$ cat config.mk
export PLATFORM = sky130hd
export DESIGN_NAME = arrayofsvi_scan_reader
export DESIGN_NICKNAME = d
export VERILOG_FILES = /design/src/rtl/asvi_rd_pkg.sv /design/src/rtl/I_rd.sv /design/src/rtl/arrayofsvi_scan_reader.sv
export SDC_FILE = /design/constraint.sdc
export NUM_CORES = 1
export LEC_CHECK = 0
export CORE_ASPECT_RATIO = 1.1
export CORE_UTILIZATION = 53
export DETAILED_ROUTE_END_ITERATION = 12
export GPL_TIMING_DRIVEN = 0
export PLACE_DENSITY = 0.86
export SLEW_MARGIN = 20
export SYNTH_ARGS = -nofsm -noshare
export SYNTH_HDL_FRONTEND = slang
export SYNTH_SLANG_ARGS = --single-unit
export TNS_END_PERCENT = 5
$ cat constraint.sdc
create_clock -name i_clk -period 2.9 [get_ports i_clk]
set_input_delay 0.58 -clock i_clk [delete_from_list [all_inputs] [get_ports i_clk]]
set_output_delay 0.58 -clock i_clk [all_outputs]
set_load 0.01 [all_outputs]
$ cat src/rtl/asvi_rd_pkg.sv
// Shared types and sizing helpers for the SVI-array scan reader.
package asvi_rd_pkg;

    localparam int SIZE_DEFAULT = 8;

    typedef enum logic [1:0] {
        IDLE,
        SHIFT,
        DONE
    } state_t;

    // Index width for an n-element array. It is never narrower than one bit.
    function automatic int idx_w(input int n);
        return (n > 1) ? $clog2(n) : 1;
    endfunction

endpackage

$ cat src/rtl/I_rd.sv
// One element of the read array: a captured data bit and its pending flag.
interface I_rd;
    logic x;
    logic v;
endinterface

$ cat src/rtl/arrayofsvi_scan_reader.sv
// Captures a parallel word into an array of I_rd instances, one per bit, then
// streams the bits out LSB first over a valid/ready handshake.
module arrayofsvi_scan_reader
    import asvi_rd_pkg::*;
#(
    parameter  int SIZE  = SIZE_DEFAULT,
    localparam int IDX_W = idx_w(SIZE)
) (
    input  logic             i_clk,
    input  logic             i_arst,
    input  logic             i_start,
    input  logic [SIZE-1:0]  i_a,
    input  logic             i_ready,
    output logic             o_bit,
    output logic             o_valid,
    output logic [IDX_W-1:0] o_idx,
    output logic             o_busy,
    output logic             o_done
);

    state_t           state_q;
    logic [IDX_W-1:0] idx_q;
    logic             capture;
    logic             xfer;
    logic             last;
    logic [SIZE-1:0]  x_vec;
    logic [SIZE-1:0]  v_vec;
    logic             sel_x;
    logic             sel_v;

    I_rd u_I[SIZE-1:0] ();

    assign capture = (state_q == IDLE) && i_start;
    assign xfer    = o_valid && i_ready;
    assign last    = (idx_q == IDX_W'(SIZE - 1));

    // Per-element capture on start and pending-flag clear on that element's transfer.
    for (genvar i = 0; i < SIZE; i++) begin : g_elem
        always_ff @(posedge i_clk or negedge i_arst) begin
            if (!i_arst) begin
                u_I[i].x <= 1'b0;
                u_I[i].v <= 1'b0;
            end else if (capture) begin
                u_I[i].x <= i_a[i];
                u_I[i].v <= 1'b1;
            end else if (xfer && (idx_q == IDX_W'(i))) begin
                u_I[i].v <= 1'b0;
            end
        end

        // Instance arrays only take constant indices, so flatten for the mux.
        assign x_vec[i] = u_I[i].x;
        assign v_vec[i] = u_I[i].v;
    end

    // Select the element addressed by the current index.
    always_comb begin
        sel_x = 1'b0;
        sel_v = 1'b0;
        for (int unsigned j = 0; j < SIZE; j++) begin
            if (idx_q == IDX_W'(j)) begin
                sel_x = x_vec[j];
                sel_v = v_vec[j];
            end
        end
    end

    // Scan control: the state machine and the element index counter.
    always_ff @(posedge i_clk or negedge i_arst) begin
        if (!i_arst) begin
            state_q <= IDLE;
            idx_q   <= '0;
        end else begin
            case (state_q)
                IDLE: begin
                    if (i_start) begin
                        idx_q   <= '0;
                        state_q <= SHIFT;
                    end
                end
                SHIFT: begin
                    if (xfer) begin
                        if (last) begin
                            state_q <= DONE;
                        end else begin
                            idx_q <= idx_q + 1'b1;
                        end
                    end
                end
                DONE:    state_q <= IDLE;
                default: state_q <= IDLE;
            endcase
        end
    end

    // The pending flag of the presented element is always set while in SHIFT,
    // so gating valid with it keeps the handshake tied to the element state.
    assign o_valid = (state_q == SHIFT) && sel_v;
    assign o_bit   = (state_q == SHIFT) && sel_x;
    assign o_idx   = idx_q;
    assign o_busy  = (state_q == SHIFT) || (state_q == DONE);
    assign o_done  = (state_q == DONE);

endmodule

==> Word-level counts from Yosys, hierarchy flattened <==
Cells that the tools add are included.
{ "word_totals": {"regBits": 21, "in_bits": 12, "elab_cells": 98} }
{ "op_classes": {"addsub": 1, "eq_ne": 13, "muxes": 40, "n_reduce_logical": 26} }
{ "op_table": {"columns": ["op", "n"], "rows": [
  ["two-way mux 1 bit", 32],
  ["nonzero test 2 bit", 9],
  ["equality test 3 bit, second input constant", 4],
  ["logical AND 1 bit", 12],
  ["two-way mux 3 bit", 3],
  ["inequality test 2 bit, second input constant", 4],
  ["equality test 3 x 2 -> 1 bit, second input constant", 2],
  ["two-way mux 2 bit", 3],
  ["one-hot mux 3 bit (2 select lines)", 1],
  ["one-hot mux 2 bit (2 select lines)", 1],
  ["AND reduction 4 bit", 1],
  ["adder 3 x 1 -> 3 bit, second input constant", 1],
  ["equality test 3 x 1 -> 1 bit, second input constant", 1],
  ["zero test 3 bit", 1],
  ["AND reduction 3 bit", 1],
  ["equality test 2 x 1 -> 1 bit, second input constant", 1],
  ["equality test 2 bit, second input constant", 1],
  ["zero test 2 bit", 1],
  ["logical OR 1 bit", 1]
]} }

==> Longest topological paths before layout <==
{ "logic_depth": {"depth_word": 14, "mapped_depth": 8, "ltp_nobuf": 7} }

==> Worst setup path before layout <==
Ideal clock, no wire load.
{ "synth_timing": {"kind": "reg-to-output", "startpoint": "register idx_q[0], in the netlist o_idx[0]", "endpoint": "output o_bit", "arrival_ns": 1.893, "required_time_ns": 2.320, "slack_ns": 0.427, "stages_incl_launch_ff": 8, "cell_sequence": "dfrtp_1 -> inv_1 -> ha_1 -> nand3b_1 -> a21oi_1 -> a21oi_1 -> o211a_1 -> o41ai_1"} }
{ "synth_between": {"elab_chain_cells": 10, "word_cells_on_any_way": 17, "classes_between": "7 x eq/ne; 8 x mux; 2 x reduce/logical"} }
{ "synth_rtl": {"columns": ["item", "line", "rtl"], "rows": [
  ["from (decl)", "arrayofsvi_scan_reader.sv:22", "logic [IDX_W-1:0] idx_q;"],
  ["from (signal assigned)", "arrayofsvi_scan_reader.sv:86", "idx_q <= idx_q + 1'b1;"],
  ["zero test 3 bit", "arrayofsvi_scan_reader.sv:61", "if (idx_q == IDX_W'(j)) begin"],
  ["two-way mux 1 bit (7 in a row)", "arrayofsvi_scan_reader.sv:61", null],
  ["two-way mux 1 bit (*)", "arrayofsvi_scan_reader.sv:61", null],
  ["logical AND 1 bit (*)", "arrayofsvi_scan_reader.sv:99", "assign o_bit = (state_q == SHIFT) && sel_x;"],
  ["to (decl)", "arrayofsvi_scan_reader.sv:14", "output logic o_bit,"]
]} }
Every way passes the cells marked *; elsewhere a longest branch is shown, timed or not.

==> Final worst setup path <==
{ "layout_timing": {"startpoint": "register idx_q[2], in the netlist o_idx[2]", "endpoint": "output o_bit"} }
The elaborated chain is that of the path after synthesis.

==> run_results.csv <==
group,metric,value,unit
sta,rsz0062_at_grt,"no",
worst_setup_path,slowest_stage,"dfrtp_2",
global_routing,grt_pass1_vias,1164,
cells_and_area,layout.nets,200,
global_routing,gr-total-overflow,0,
sta,max_freq,361.7,MHz
clock_tree,h-tree-depth,1,
worst_setup_path,path_max_fanout,10,
sta,hold_viol_final,0,
detailed_routing,vias_per_cell,5.841,
power_and_ir_drop,finalPower,1.616,mW
worst_setup_path,endpoint_kind,"primary output",
detailed_routing,wl,3143,um
global_routing,grt_pass1_wl,4995,um
sta,setup_viol,0,
yosys,ys_seq_area_share,41.02,%
cells_and_area,instances_no_fill,208,
floorplanning,fp.dieArea,2618,um^2
sta,worst_pin_slew,0.9199,ns
yosys,async_flop_share,100.0,%
yosys,syn_nets,173,
worst_setup_path,start_kind,"flip-flop",
run_status,status,"complete, no violations",
detailed_routing,wire_per_inst,15.11,um
worst_setup_path,critical_path_required,2.32,ns
yosys,synth_cell_types,33,
global_routing,track_usage,25.72,%
clock_tree,cts_tree,"yes",
placement,hpwl,2216,um
power_and_ir_drop,p_leak,0.7055,nW
sta,relSlewSlack,38.48,%
yosys,avgSynthCellArea,8.429,um^2
clock_tree,clk_pin_slew,0.12,ns
clock_tree,cts_sinks,21,
sta,clock_skew,0.008872,ns
placement,dp_cells,200,
detailed_routing,ant_nets,0,
yosys,ys_ff_latch,21,
yosys,synth_cells,152,
placement,port_buffers,18,
worst_setup_path,worstPathArrival,2.18,ns
worst_setup_path,path_buf_inv,3,
cells_and_area,fin_area,1604,um^2
global_routing,grt_max_degree,22,
placement,gp_congestion,0.9401,
detailed_routing,drtIter0Drc,86,
clock_tree,cts_max_path_buffers,2,
yosys,synthesis.area,1281,um^2
yosys,synth_edf_count,0,
clock_tree,cts_buffers,3,
placement,dpl_cell_area,1499,um^2
detailed_routing,firstDrtPassIters,5,
global_routing,grt_antenna_before_repair,0,
detailed_routing,vias,1215,
floorplanning,rows,18,
cells_and_area,layout-drive-gt1-share,15.73,%
sta,min_period,2.765,ns
clock_tree,worstSkewPairLatency,0.30,ns
floorplanning,ios,19,
cells_and_area,final_cell_mix,"nand2_1, dfrtp_1, clkdlybuf4s50_1",
floorplanning,die_x,48.88,um
worst_hold_path,hp-class,"flip-flop to flip-flop",
floorplanning,start_util,56.33,%
worst_setup_path,critPathMaxStageDelay,0.44,ns
power_and_ir_drop,vdd_drop_max,0.0006758,V
clock_tree,cts-root-buf,"clkbuf_4",
cells_and_area,layout.cells.most_common,"nand2_1",
cells_and_area,area_delta_synth_final,25.20,%
worst_setup_path,cp_common_cell,"a21oi_1",
sta,slew_viol_final,0,
floorplanning,die_h,53.57,um
worst_setup_path,path_cells,"clkbuf_4, inv_1, ha_4, nand3b_1, a21oi_1, a21oi_1, o211a_1, o41ai_2, clkbuf_2",
yosys,ys.flop_type,"dfrtp_1",
detailed_routing,drc,0,
floorplanning,core_region_area,2275,um^2
clock_tree,hold_buffers,0,
worst_setup_path,criticalPathCategory,"flip-flop to primary output",
flow_run,maxCapViolCount,0,
worst_setup_path,cp_top_family,"compound AO/OA/AOI/OAI gates",
cells_and_area,antenna_cells,0,
yosys,yosys_warnings,0,
sta,post-route-period-util,95.34,%
power_and_ir_drop,power.density,1008,nW/um^2
metal layers:
layer,track usage [%],part of all wire [%],vias up
met5,0,0,-
met4,14.22,3.3,0
met3,4.237,4.9,16
met2,46.30,51,58
met1,29.86,41,567
li1,-,-,574
worst register-to-register path, cell delays in order (launching register included):
cell and delay (ns):
dfrtp_2 0.44, clkbuf_4 0.19, inv_1 0.11, ha_4 0.18
a21oi_1 0.08, o32a_4 0.41, buf_4 0.15, a211oi_2 0.29
a22oi_1 0.11
power breakdown:
| part | switching [mW] | internal (mW) |
|---|---|---|
| clock | 0.0858 | 0.0536 |
| sequential | 0.0810 | 0.397 |
| combinational | 0.532 | 0.467 |
| total | 0.699 | 0.917 |
cell families (layout without fill, tap and decap cells):
group           count (synthesis)  after routing  share of synthesized area (%)
simple gates                   69             69                          23.54
compound gates                 34             34                          19.24
flops                          21             21                          41.02
buf+inv                        16             42                          5.079
fa+ha+maj                       9              9                          8.789
mux                             3              3                          2.344
registers in the layout, indices dropped and copies added, names as in the netlist:
signal and cells:
u_I.v 8, o_idx 3, u_I.x 8, state_q 2
through the flow:
stage                     setup WS [ns]  setup TNS [ns]  util [%]  hold WS (ns)
after floorplan                  0.4273               0         -        0.2844
after global routing            0.01050               0     70.52        0.5107
after CTS                     -0.001022       -0.001022     68.81        0.4896
final                            0.1352               0     70.52        0.4951
after detailed placement        -0.1047         -0.2039     65.90        0.4639
after global placement         -0.09422         -0.1877     65.90        0.4609
final timing paths:
path                       slack [ns]  cells after the start              endpoint                  from
max in group asynchronous        1.51                      1  o_idx[2]$_DFFE_PN0P_                i_arst
max                              0.14                      9                 o_bit  o_idx[2]$_DFFE_PN0P_
min in group asynchronous        0.78                      1  u_I[4].v$_DFFE_PN0P_                i_arst
max reg2reg                      0.81                      8  u_I[2].v$_DFFE_PN0P_  o_idx[2]$_DFFE_PN0P_
min                              0.50                      2  u_I[6].x$_DFFE_PN0P_  u_I[6].x$_DFFE_PN0P_
min reg2reg                      0.50                      2  u_I[6].x$_DFFE_PN0P_  u_I[6].x$_DFFE_PN0P_
synthesized netlist by cell type, types with 2 or more instances:
library cell / number / area share, %
and3_1: 3 / 1.5
o21ai_0: 5 / 2.0
nor2b_1: 2 / 0.98
ha_1: 9 / 8.8
a211oi_1: 2 / 1.2
clkbuf_1: 2 / 0.59
buf_2: 4 / 1.6
nor2_1: 7 / 2.1
nand2_1: 41 / 12
o21ai_1: 6 / 2.3
a21oi_1: 8 / 3.1
inv_1: 10 / 2.9
nand3_1: 4 / 1.6
dfrtp_1: 21 / 41
a22oi_1: 2 / 1.2
nand2b_1: 2 / 0.98
mux2i_1: 3 / 2.3
nor3_1: 6 / 2.3
what timing repair did:
action	in CTS	in global routing
setup buffers	2	2
resized for setup	11	11
pin swaps	1	0
endpoints found under the setup margin	2	2
area by class of cell:
cell class              instances  area, um^2
repair buffers                 22       200.2
clock buffers                   4       26.28
plain buffers                   6       35.03
flip-flops and latches         21       529.3
fillers                       163       670.6
inverters                      10       37.54
multi-input cells             115       738.2
well taps                      30       37.54
No activity file was read; power rests on OpenSTA's default activity.
